File: config.mk
export PLATFORM = sky130hd
export DESIGN_NAME = uart_rx_cfg
export DESIGN_NICKNAME = d
export VERILOG_FILES = /design/src/rtl/uart_rx_cfg.sv
export SDC_FILE = /design/constraint.sdc
export NUM_CORES = 1
export LEC_CHECK = 0
export ABC_AREA = 1
export CORE_MARGIN = 5
export CORE_UTILIZATION = 24
export CTS_CLUSTER_DIAMETER = 150
export DETAILED_ROUTE_END_ITERATION = 7
export DONT_BUFFER_PORTS = 1
export GPL_TIMING_DRIVEN = 0
export REMOVE_ABC_BUFFERS = 1
export SLEW_MARGIN = 40
export SYNTH_ARGS = -nofsm -noshare
export SYNTH_HDL_FRONTEND = slang
export SYNTH_SLANG_ARGS = --single-unit
File: constraint.sdc
create_clock -name clk -period 2.3 [get_ports clk]
set_input_delay 0.46 -clock clk [delete_from_list [all_inputs] [get_ports clk]]
set_output_delay 0.46 -clock clk [all_outputs]
set_load 0.005 [all_outputs]
File: src/rtl/uart_rx_cfg.sv
// UART receiver: 2-flop synchroniser, oversampled 3-vote bit recovery, configurable frame,
// parity/framing checks and a valid/ready output register with overrun pulse.
module uart_rx_cfg #(
   parameter int CLK_FREQ   = 1000000,
   parameter int BAUD_RATE  = 9600,
   parameter int DATA_BITS  = 8,
   parameter int PARITY     = 0,
   parameter int STOP_BITS  = 1,
   parameter int OVERSAMPLE = 16
) (
   input  logic                 clk,
   input  logic                 rst_n,
   input  logic                 rx,
   output logic [DATA_BITS-1:0] rx_data,
   output logic                 rx_valid,
   input  logic                 rx_ready,
   output logic                 parity_err,
   output logic                 frame_err,
   output logic                 overrun,
   output logic                 busy
);
   localparam int TICK_DIV = CLK_FREQ / (BAUD_RATE * OVERSAMPLE);
   localparam int DIV_W    = (TICK_DIV > 1) ? $clog2(TICK_DIV) : 1;
   localparam int OS_W     = $clog2(OVERSAMPLE);
   localparam int HALF     = OVERSAMPLE / 2;
   localparam int BC_W     = 4;

   typedef enum logic [2:0] {S_IDLE, S_START, S_DATA, S_PAR, S_STOP, S_BRK} state_t;

   state_t               state, state_nx;
   logic                 rx_s1, rx_s2;
   logic [DIV_W-1:0]     div_cnt;
   logic [OS_W-1:0]      tick_cnt;
   logic [BC_W-1:0]      bit_cnt;
   logic [DATA_BITS-1:0] shreg;
   logic                 v0, v1, perr_acc, ferr_acc;
   logic                 tick, vote_tick, end_tick, maj, last_stop, load, frame_now;

   always_ff @(posedge clk or negedge rst_n) begin
      if (!rst_n) begin
         rx_s1 <= 1'b1;
         rx_s2 <= 1'b1;
      end else begin
         rx_s1 <= rx;
         rx_s2 <= rx_s1;
      end
   end

   // Counters idle at zero outside a frame, so the divider phase starts at the start edge.
   assign tick      = (state != S_IDLE) && (state != S_BRK) && (div_cnt == DIV_W'(TICK_DIV - 1));
   assign vote_tick = tick && (tick_cnt == OS_W'(HALF + 1));
   assign end_tick  = tick && (tick_cnt == OS_W'(OVERSAMPLE - 1));
   assign maj       = (v0 & v1) | (v0 & rx_s2) | (v1 & rx_s2);
   assign last_stop = (bit_cnt == BC_W'(STOP_BITS - 1));
   assign load      = (state == S_STOP) && vote_tick && last_stop;
   assign frame_now = ferr_acc | ~maj;
   assign busy      = (state != S_IDLE);

   always_ff @(posedge clk or negedge rst_n) begin
      if (!rst_n) begin
         div_cnt  <= '0;
         tick_cnt <= '0;
         v0       <= 1'b1;
         v1       <= 1'b1;
      end else if (state == S_IDLE || state == S_BRK) begin
         div_cnt  <= '0;
         tick_cnt <= '0;
      end else if (tick) begin
         div_cnt  <= '0;
         tick_cnt <= (tick_cnt == OS_W'(OVERSAMPLE - 1)) ? '0 : tick_cnt + 1'b1;
         if (tick_cnt == OS_W'(HALF - 1)) v0 <= rx_s2;
         if (tick_cnt == OS_W'(HALF))     v1 <= rx_s2;
      end else begin
         div_cnt <= div_cnt + 1'b1;
      end
   end

   always_ff @(posedge clk or negedge rst_n) begin
      if (!rst_n) state <= S_IDLE;
      else        state <= state_nx;
   end

   always_comb begin
      state_nx = state;
      case (state)
         S_IDLE:  if (!rx_s2) state_nx = S_START;
         S_START: begin
            if (vote_tick && maj) state_nx = S_IDLE;
            else if (end_tick)    state_nx = S_DATA;
         end
         S_DATA:  if (end_tick && bit_cnt == BC_W'(DATA_BITS - 1))
                     state_nx = (PARITY != 0) ? S_PAR : S_STOP;
         S_PAR:   if (end_tick) state_nx = S_STOP;
         // Leave at the last stop vote so a following start edge is never missed.
         S_STOP:  if (load) state_nx = (frame_now && !rx_s2) ? S_BRK : S_IDLE;
         S_BRK:   if (rx_s2) state_nx = S_IDLE;
         default: state_nx = S_IDLE;
      endcase
   end

   always_ff @(posedge clk or negedge rst_n) begin
      if (!rst_n) begin
         bit_cnt  <= '0;
         shreg    <= '0;
         perr_acc <= 1'b0;
         ferr_acc <= 1'b0;
      end else begin
         case (state)
            S_IDLE: begin
               bit_cnt  <= '0;
               perr_acc <= 1'b0;
               ferr_acc <= 1'b0;
            end
            S_DATA: begin
               if (vote_tick) shreg <= {maj, shreg[DATA_BITS-1:1]};
               if (end_tick)
                  bit_cnt <= (bit_cnt == BC_W'(DATA_BITS - 1)) ? '0 : bit_cnt + 1'b1;
            end
            S_PAR: if (vote_tick)
               perr_acc <= (PARITY == 1) ? ~(^shreg ^ maj) :
                           (PARITY == 2) ?  (^shreg ^ maj) : 1'b0;
            S_STOP: begin
               if (vote_tick) ferr_acc <= frame_now;
               if (end_tick)  bit_cnt  <= bit_cnt + 1'b1;
            end
            default: ;
         endcase
      end
   end

   always_ff @(posedge clk or negedge rst_n) begin
      if (!rst_n) begin
         rx_data    <= '0;
         rx_valid   <= 1'b0;
         parity_err <= 1'b0;
         frame_err  <= 1'b0;
         overrun    <= 1'b0;
      end else begin
         overrun <= 1'b0;
         if (load) begin
            if (rx_valid && !rx_ready) begin
               overrun <= 1'b1;
            end else begin
               rx_data    <= shreg;
               parity_err <= perr_acc;
               frame_err  <= frame_now;
               rx_valid   <= 1'b1;
            end
         end else if (rx_valid && rx_ready) begin
            rx_valid <= 1'b0;
         end
      end
   end
endmodule

==> flow_summary.rst, run 1 <==
.. list-table::
   :header-rows: 1

   * - Metric
     - Value
   * - Vias after detailed routing
     - 1,340
   * - Time the final worst path needs with I/O delays and setup
     - 1.870 ns
   * - Arrival @ worst endpoint
     - 2.05 ns
   * - Cells on worst reg2reg path
     - 6
   * - Pre-Repair DR Iteration Count
     - 4
   * - Total number of placement rows
     - 32
   * - Net switching power of the design
     - 0.2720 mW
   * - Portion of total power attributed to the clock network
     - 49.7%
   * - Post-synthesis cell count
     - 218
   * - Avg Inst Size Synth
     - 8.799 sq um
   * - Die boundary width
     - 99.40 um
   * - Post-cts gate resize count
     - 0
   * - Combinational Power Share
     - 1.7%
   * - Cell with the most instances after synthesis
     - nand2_1
   * - HPWL reported at the end of detailed placement
     - 2.444 mm
   * - Total Routed Length
     - 3.422 mm
   * - Number of buffers on the longest clock path
     - 2
   * - Synth cell count leaders
     - nand2_1, dfrtp_1, inv_1
   * - Total setup buffers inserted after CTS
     - 0
   * - Max-slew violation total from the final report
     - 0
   * - Number of nets at the end of the flow
     - 234
   * - Detailed-route DRC error count
     - 0
   * - Fin Setup TNS
     - 0 ns
   * - Initial antenna violation count
     - 0
   * - Number of vias per cell after detailed routing
     - 4.110
   * - Setup repair after global routing missed its margin
     - false
   * - CTS sink count
     - 38
   * - Clock latency of the later-clocked register in the worst-skew pair
     - 0.30 ns
   * - Final setup margin
     - 0.4304 ns
   * - Sequential share of the synthesized area
     - 49.84%
   * - Antenna cells
     - 0
   * - Pin count of the biggest net entering global routing
     - 39
   * - Io pins
     - 17
   * - Number of enable-type register cells in the synthesized netlist
     - 0
   * - Setup violations, final
     - 0
   * - Net switching fraction of the power
     - 19.64%
   * - Total power per unit cell area
     - 635.8 mW/mm^2
   * - Result of the run
     - complete, no violations
   * - Last weighted congestion value of the routability-driven placer
     - 0.8061
   * - H-tree levels
     - 2
   * - Maximum clock frequency
     - 534.9 MHz
   * - Synthesis-stage register bit count
     - 38
   * - Async set or reset register ratio after synthesis
     - 100.0%
   * - Internal power of the cells
     - 1.113 mW
   * - Crit-path max FO
     - 15
   * - Share of layout cells above drive strength 1
     - 15.18%
   * - Clock transition at the registers of the reported paths
     - 0.08 ns
   * - Relative slew margins
     - 62.58%
   * - Slew of the pin with the lowest slew margin
     - 0.5601 ns
   * - Core area
     - 0.007767 sq mm
   * - Library cell occupying the most area in the post-synthesis netlist
     - dfrtp_1
   * - Effective utilization at floorplan
     - 24.69%
   * - Via count of the first global-routing pass
     - 1,333
   * - Die height
     - 99.40 um
   * - Period utilization
     - 81.29%
   * - Pre-CTS WS
     - 0.4278 ns
   * - Sequential group share of total power
     - 48.7%
   * - Static Leakage
     - 1.020 nW
   * - Power Total
     - 1.385 mW
   * - Max-cap violation count
     - 0
   * - Detail-routed net length per standard cell
     - 10.50 um
   * - Path type of the worst setup path
     - reg -> reg
   * - Number of endpoints with negative hold slack in the final report
     - 0
   * - Synthesis-to-layout area growth
     - 13.57%
   * - Final design instance area without fill
     - 0.002178 sq mm
   * - First DRT Iteration DRCs
     - 67
   * - Total die area
     - 0.009880 sq mm
   * - Global-route usage over all layers
     - 7.661%
   * - Post-synthesis instance area
     - 0.001918 sq mm
   * - Remaining Overflow, GRT
     - 0
   * - Critical Path Start Type
     - flop
   * - TritonCTS clock tree
     - built
   * - Synth top area cells
     - dfrtp_1, nand2_1, inv_1
   * - Data required time of the critical path
     - 2.48 ns
   * - Synth warnings
     - 0
   * - Synth unique cells
     - 30
   * - Antenna violation net count after detailed routing
     - 0
   * - Worst hold stages
     - 0
   * - HP Class
     - in -> reg
   * - PortBufs
     - 0
   * - Post-synth top area share
     - 44.36%
   * - Clock buffers created by TritonCTS
     - 5
   * - Primary FF master, synth
     - dfrtp_1
   * - CTS root buf
     - clkbuf_8
   * - Setup clock skew after layout
     - 0.007409 ns
   * - Setup crit end kind
     - flop
   * - Global-route wire length before repair
     - 6.147 mm
   * - Cell area after placement
     - 0.002011 sq mm
   * - Core utilization of the finished layout
     - 28.04%
   * - Worst voltage drop across the vdd grid
     - 0.2087 mV
[through the flow]
step	hold slack [ns]	instances
global route	0.1430	326
CTS	0.1461	326
detailed placement	0.1654	316
global placement	0.1653	316
finish	0.1581	326
floorplan	0.1644	214
[cell usage in the layout (no fill, tap or decap)]
| cell | netlist | layout |
|---|---|---|
| a21oi_1 | 1 | 1 |
| a21oi_2 | 1 | 1 |
| a22oi_1 | 1 | 1 |
| buf_12 | 0 | 1 |
| bufinv_16 | 0 | 2 |
| clkbuf_8 | 0 | 5 |
| clkinv_4 | 0 | 1 |
| conb_1 | 1 | 1 |
| dfrtp_1 | 34 | 34 |
| dfstp_2 | 4 | 4 |
| dlygate4sd3_1 | 0 | 1 |
| ha_1 | 7 | 7 |
| inv_1 | 29 | 29 |
| inv_2 | 2 | 2 |
| mux2_2 | 1 | 1 |
| nand2_1 | 60 | 60 |
| nand2_2 | 1 | 1 |
| nand2_4 | 1 | 1 |
| nand3_1 | 16 | 16 |
| nand3_4 | 2 | 2 |
| nand4_1 | 3 | 3 |
| nor2_1 | 14 | 14 |
| nor2_2 | 2 | 2 |
| nor2_4 | 2 | 2 |
| nor3_4 | 1 | 1 |
| nor3b_1 | 1 | 1 |
| o21ai_0 | 10 | 10 |
| o21ai_1 | 7 | 7 |
| o21ai_2 | 8 | 8 |
| o32ai_1 | 2 | 2 |
| xnor2_1 | 1 | 1 |
| xor2_1 | 2 | 2 |
[cell type report]
type / count / area, sq um
multi-input combinational: 145 / 810.8
clock inverter: 3 / 68.82
inverter: 31 / 116.4
tap: 102 / 127.6
fill: 834 / 5589
clock buffer: 5 / 68.82
timing repair buffer: 2 / 30.03
sequential: 38 / 955.9
[cell families (layout without fill, tap and decap cells)]
kind of cell / count (synthesis) / count (layout) / share of synthesized area, %
other: 1 / 1 / 0.1955
DFF: 38 / 38 / 49.84
buffers and inverters: 35 / 41 / 7.893
and+or+nand+nor: 103 / 103 / 25.44
muxes: 1 / 1 / 0.5870
adders and majority gates: 7 / 7 / 4.566
xor gates and xnor gates: 3 / 3 / 1.370
AOI/OAI and AO/OA: 30 / 30 / 10.11
[registers in the layout, indices dropped and copies added (netlist names)]
signal     count
rx_s2          1
div_cnt        3
frame_err      1
v0             1
rx_valid       1
v1             1
overrun        1
ferr_acc       1
state          3
shreg          8
rx_s1          1
bit_cnt        4
rx_data        8
tick_cnt       4
[what timing repair did]
action,in CTS,in global routing
setup endpoints to repair,0,0
hold buffers,2,0
hold endpoints to repair,38,0
[path summary, 6_finish.rpt]
kind | start | endpoint | slack, ns
hold reg to reg | rx_s1 | rx_s2 | 0.36
setup reg to reg | state[0] | shreg[7] | 0.43
min in group asynchronous | rst_n | rx_data[3] | 0.62
hold / removal | rx | rx_s1 | 0.16
setup / recovery | state[0] | shreg[7] | 0.43
max in group asynchronous | rst_n | v0 | 1.42
[power by group through the flow]
stage | Sequential [mW] | Combinational [mW] | Clock (mW)
3_3_place_gp | 0.687 | 0.00524 | 0
4_1_cts | 0.674 | 0.0243 | 0.709
5_1_grt | 0.675 | 0.0278 | 0.733
2_1_floorplan | 0.687 | 0.00401 | 0
3_5_place_dp | 0.687 | 0.00529 | 0
6_report | 0.674 | 0.0230 | 0.688
[layer usage]
layer	track usage, %	vias to the layer above	wire length (um)
li1	-	699	-
met1	9.371	614	1631
met2	12.04	23	1546
met3	2.875	4	205
met4	3.361	0	38
met5	0	-	0
[worst max-delay path, stage by stage, from the launching register on]
cell	delay [ns]
dfrtp_1	0.47
nor2_1	0.23
nand2_4	0.13
nand3_4	0.13
nor2_2	0.06
nand2_1	0.36
mux2_2	0.38
Note: power is estimated with default switching activity, not from simulation.
==> run 2: changes to the inputs <==
Clock period 2.3 ns to 1.85 ns, I/O delays scaled along.
==> flow_summary.rst, run 2 (synthesized netlist as in run 1, its figures left out) <==
.. list-table::
   :header-rows: 1

   * - Metric
     - Value
   * - Initial antenna violation count
     - 0
   * - Period utilization
     - 93.40%
   * - Synthesis-to-layout area growth
     - 15.85%
   * - Number of vias per cell after detailed routing
     - 4.198
   * - Setup violations, final
     - 0
   * - Maximum clock frequency
     - 578.8 MHz
   * - HPWL reported at the end of detailed placement
     - 2.444 mm
   * - CTS sink count
     - 38
   * - Internal power of the cells
     - 1.384 mW
   * - Final design instance area without fill
     - 0.002222 sq mm
   * - Share of layout cells above drive strength 1
     - 18.14%
   * - Max-cap violation count
     - 0
   * - Worst voltage drop across the vdd grid
     - 0.2594 mV
   * - Setup repair after global routing missed its margin
     - true
   * - Combinational Power Share
     - 1.7%
   * - Core area
     - 0.007767 sq mm
   * - Time the final worst path needs with I/O delays and setup
     - 1.728 ns
   * - Cells on worst reg2reg path
     - 8
   * - HP Class
     - in -> reg
   * - Setup crit end kind
     - flop
   * - Number of standard cells in the final layout excluding fillers
     - 328
   * - Total Routed Length
     - 3.603 mm
   * - Total die area
     - 0.009880 sq mm
   * - Vias after detailed routing
     - 1,377
   * - Critical Path Start Type
     - flop
   * - Most frequent cells in the layout
     - nand2_1, dfrtp_1, inv_1
   * - Number of buffers on the longest clock path
     - 2
   * - Max-slew violation total from the final report
     - 0
   * - Io pins
     - 17
   * - PortBufs
     - 0
   * - Arrival @ worst endpoint
     - 1.92 ns
   * - TritonCTS clock tree
     - built
   * - CTS root buf
     - clkbuf_8
   * - Reg-to-Reg Start
     - state[1]
   * - Via count of the first global-routing pass
     - 1,333
   * - Worst-case register-to-register setup slack
     - 0.12 ns
   * - Sequential group share of total power
     - 48.7%
   * - Endpoint of the most critical register-to-register path
     - frame_err
   * - # fillers
     - 829
   * - Last weighted congestion value of the routability-driven placer
     - 0.8061
   * - Most common cell after layout, fill and taps aside
     - nand2_1
   * - Final setup margin
     - 0.1222 ns
   * - Portion of total power attributed to the clock network
     - 49.7%
   * - Destination of the worst hold path
     - rx_s1
   * - Net switching fraction of the power
     - 19.63%
   * - H-tree levels
     - 2
   * - Clock latency of the later-clocked register in the worst-skew pair
     - 0.30 ns
   * - Result of the run
     - complete, no violations
   * - Net switching power of the design
     - 0.3380 mW
   * - Clock transition at the registers of the reported paths
     - 0.08 ns
   * - Data required time of the critical path
     - 2.04 ns
   * - Worst hold stages
     - 0
   * - Static Leakage
     - 1.033 nW
   * - Total power per unit cell area
     - 774.8 mW/mm^2
   * - Cell area after placement
     - 0.002011 sq mm
   * - Global-route usage over all layers
     - 7.675%
   * - Fin Setup TNS
     - 0 ns
   * - Detail-routed net length per standard cell
     - 10.98 um
   * - Die boundary width
     - 99.40 um
   * - Total number of placement rows
     - 32
   * - Hold Crit Start
     - rx
   * - Effective utilization at floorplan
     - 24.69%
   * - Pre-CTS WS
     - -0.02220 ns
   * - Pre-Repair DR Iteration Count
     - 5
   * - Number of nets at the end of the flow
     - 236
   * - Pin count of the biggest net entering global routing
     - 39
   * - Combined flip-flop and latch cell area
     - 958.4 sq um
   * - Die height
     - 99.40 um
   * - Detailed-route DRC error count
     - 0
   * - Path type of the worst setup path
     - reg -> reg
   * - Power Total
     - 1.722 mW
   * - Antenna violation net count after detailed routing
     - 0
   * - Placed insts
     - 316
   * - Hold Worst Slack
     - 0.06759 ns
   * - Global-route wire length before repair
     - 6.154 mm
   * - Multi-input combinational cell area
     - 844.6 sq um
   * - Clock buffers created by TritonCTS
     - 5
   * - Number of endpoints with negative hold slack in the final report
     - 0
   * - Remaining Overflow, GRT
     - 0
   * - First DRT Iteration DRCs
     - 70
   * - Core utilization of the finished layout
     - 28.61%
   * - Top Registers
     - rx_data x8, shreg x8
   * - Setup clock skew after layout
     - 0.006798 ns
   * - Crit-path max FO
     - 9
   * - Antenna cells
     - 0
==> run 2: cell count changes in the layout (fill, tap and decap cells not counted) <==
cell     change
dfrtp_1      -2
buf_4        +1
nor3b_4      +1
nor3b_1      -1
nand2_1      -1
nor2_1       -1
nand2_2      +1
dfrtp_2      +2
nand3_4      +1
nor2_2       +1
==> run 2: power groups by stage <==
| stage | clock network [mW] | logic (mW) | registers [mW] |
|---|---|---|---|
| after global placement | 0 | 0.00652 | 0.854 |
| after floorplan | 0 | 0.00498 | 0.854 |
| after detailed placement | 0 | 0.00657 | 0.854 |
| after CTS | 0.882 | 0.0303 | 0.838 |
| final | 0.855 | 0.0286 | 0.838 |
| after global routing | 0.911 | 0.0346 | 0.839 |
==> run 2: worst max path at each step <==
stage,from,end,cells past startpoint
floorplan,div_cnt[0],shreg[7],7
global placement,state[0],shreg[7],6
detailed placement,state[0],shreg[7],6
CTS,tick_cnt[1],frame_err,7
global route,state[0],state[1],11
finish,state[1],frame_err,8
==> run 2: layout make-up <==
type,instances,area share (%)
multi-input cells,146,38.01
inverters,31,5.237
well taps,102,5.743
clock buffers,5,3.097
repair buffers,3,1.689
clock inverters,3,3.097
flip-flops and latches,38,43.13
==> run 2: timing repair <==
| action | CTS | global route |
|---|---|---|
| endpoints found under the hold margin | 38 | 0 |
| hold buffers | 2 | 0 |
| setup endpoints to repair | 2 | 13 |
| setup buffers | 0 | 1 |
| gates resized for setup | 2 | 5 |
| pin swaps | 0 | 2 |
| gates cloned | 0 | 1 |
==> run 2: per-layer routing <==
layer	vias to the layer above	track usage, %	routed length, um
li1	709	-	-
met1	645	9.371	1706
met2	18	12.09	1668
met3	5	2.875	179
met4	0	3.361	48
met5	-	0	0
==> run 2: critical path, stage by stage (launching register included) <==
cell and delay (ns):
dfrtp_1 0.42, inv_1 0.12, nand2_1 0.11, nor2_4 0.15, inv_2 0.08, nor3_4 0.35
nand3_4 0.18, nor2_1 0.17, a21oi_2 0.04
==> run 3: changes to the inputs <==
Settings changed: SKIP_LAST_GASP from default to 1.
==> flow_summary.rst, run 3 (synthesized netlist as in run 1, its figures left out) <==
.. list-table::
   :header-rows: 1

   * - Metric
     - Value
   * - Die height
     - 99.40 um
   * - Die boundary width
     - 99.40 um
   * - Clock buffers created by TritonCTS
     - 5
   * - Pin count of the biggest net entering global routing
     - 39
   * - Critical Path Start Type
     - flop
   * - Core utilization of the finished layout
     - 28.58%
   * - Arrival @ worst endpoint
     - 1.91 ns
   * - Antenna violation net count after detailed routing
     - 0
   * - Total number of placement rows
     - 32
   * - Static Leakage
     - 1.033 nW
   * - Most frequent cells in the layout
     - nand2_1, dfrtp_1, inv_1
   * - Crit-path max FO
     - 9
   * - H-tree levels
     - 2
   * - Cell area after placement
     - 0.002011 sq mm
   * - Reg-to-Reg Start
     - state[1]
   * - Detail-routed net length per standard cell
     - 10.98 um
   * - Worst voltage drop across the vdd grid
     - 0.2594 mV
   * - Pre-Repair DR Iteration Count
     - 4
   * - Vias after detailed routing
     - 1,372
   * - Period utilization
     - 93.21%
   * - Initial antenna violation count
     - 0
   * - Synthesis-to-layout area growth
     - 15.72%
   * - Global-route wire length before repair
     - 6.154 mm
   * - Fin Setup TNS
     - 0 ns
   * - Cells on worst reg2reg path
     - 8
   * - Data required time of the critical path
     - 2.04 ns
   * - Io pins
     - 17
   * - CTS sink count
     - 38
   * - Maximum clock frequency
     - 579.9 MHz
   * - Remaining Overflow, GRT
     - 0
   * - Antenna cells
     - 0
   * - First DRT Iteration DRCs
     - 57
   * - Last weighted congestion value of the routability-driven placer
     - 0.8061
   * - Path type of the worst setup path
     - reg -> reg
   * - Total die area
     - 0.009880 sq mm
   * - Clock latency of the later-clocked register in the worst-skew pair
     - 0.30 ns
   * - Final setup margin
     - 0.1257 ns
   * - Global-route usage over all layers
     - 7.675%
   * - Setup crit end kind
     - flop
   * - Power Total
     - 1.722 mW
   * - Number of endpoints with negative hold slack in the final report
     - 0
   * - Hold Worst Slack
     - 0.06774 ns
   * - Max-slew violation total from the final report
     - 0
   * - Worst hold stages
     - 0
   * - Placed insts
     - 316
   * - Core area
     - 0.007767 sq mm
   * - Time the final worst path needs with I/O delays and setup
     - 1.724 ns
   * - Number of vias per cell after detailed routing
     - 4.183
   * - Max-cap violation count
     - 0
   * - Top Registers
     - rx_data x8, shreg x8
   * - Effective utilization at floorplan
     - 24.69%
   * - TritonCTS clock tree
     - built
   * - CTS root buf
     - clkbuf_8
   * - Number of standard cells in the final layout excluding fillers
     - 328
   * - HP Class
     - in -> reg
   * - Setup violations, final
     - 0
   * - HPWL reported at the end of detailed placement
     - 2.444 mm
   * - Final design instance area without fill
     - 0.002220 sq mm
   * - Total Routed Length
     - 3.600 mm
   * - PortBufs
     - 0
   * - Hold Crit Start
     - rx
   * - Result of the run
     - complete, no violations
   * - Setup clock skew after layout
     - 0.006798 ns
   * - Via count of the first global-routing pass
     - 1,333
   * - Detailed-route DRC error count
     - 0
   * - Share of layout cells above drive strength 1
     - 17.70%
   * - Destination of the worst hold path
     - rx_s1
   * - Setup repair after global routing missed its margin
     - true
   * - Worst-case register-to-register setup slack
     - 0.13 ns
   * - Number of buffers on the longest clock path
     - 2
   * - Total power per unit cell area
     - 775.6 mW/mm^2
   * - Endpoint of the most critical register-to-register path
     - frame_err
   * - Clock transition at the registers of the reported paths
     - 0.08 ns
   * - Number of nets at the end of the flow
     - 236
   * - Most common cell after layout, fill and taps aside
     - nand2_1
   * - Pre-CTS WS
     - -0.02220 ns
run 3: cell counts in the layout (fill, tap and decap cells not counted):
Identical to the previous run, type by type.
run 3: worst max-delay path by stage:
stage / slack, ns / startpoint / to
final: 0.13 / state[1] / frame_err
after global routing: -0.04 / state[2] / state[1]
after CTS: 0.07 / tick_cnt[1] / frame_err
after detailed placement: -0.02 / state[0] / shreg[7]
after global placement: -0.02 / state[0] / shreg[7]
after floorplan: 0.18 / div_cnt[0] / shreg[7]
run 3: per-layer routing:
layer | vias up | track usage, % | routed length [um]
li1 | 708 | - | -
met1 | 639 | 9.371 | 1693
met2 | 20 | 12.09 | 1668
met3 | 5 | 2.875 | 188
met4 | 0 | 3.361 | 48
met5 | - | 0 | 0
run 3: what timing repair did:
action / in CTS / in global routing
gates cloned: 0 / 1
buffers inserted: 0 / 1
endpoints found under the setup margin: 2 / 13
hold endpoints to repair: 38 / 0
resized for setup: 2 / 4
pin swaps: 0 / 2
hold buffers: 2 / 0
run 3: cell type report:
type	count	area, sq um
fillers	828	5548
well taps	102	127.6
repair buffers	3	37.54
multi-input cells	146	842.1
clock inverters	3	68.82
inverters	31	116.4
flip-flops and latches	38	958.4
clock buffers	5	68.82
run 3: power breakdown:
group          switching [mW]  internal, mW  total (mW)  leakage [nW]
sequential            0.00194         0.836       0.838         0.500
clock                   0.315         0.540       0.855        0.0683
combinational          0.0213       0.00736      0.0286         0.465
total                   0.338          1.38        1.72          1.03
run 3: worst max-delay path, cell delays in order (launching register included):
cell and delay, ns:
dfrtp_1 0.42, inv_1 0.12, nand2_1 0.11, nor2_4 0.15, inv_2 0.08, nor3_4 0.35, nand3_4 0.18, nor2_1 0.17
a21oi_2 0.04
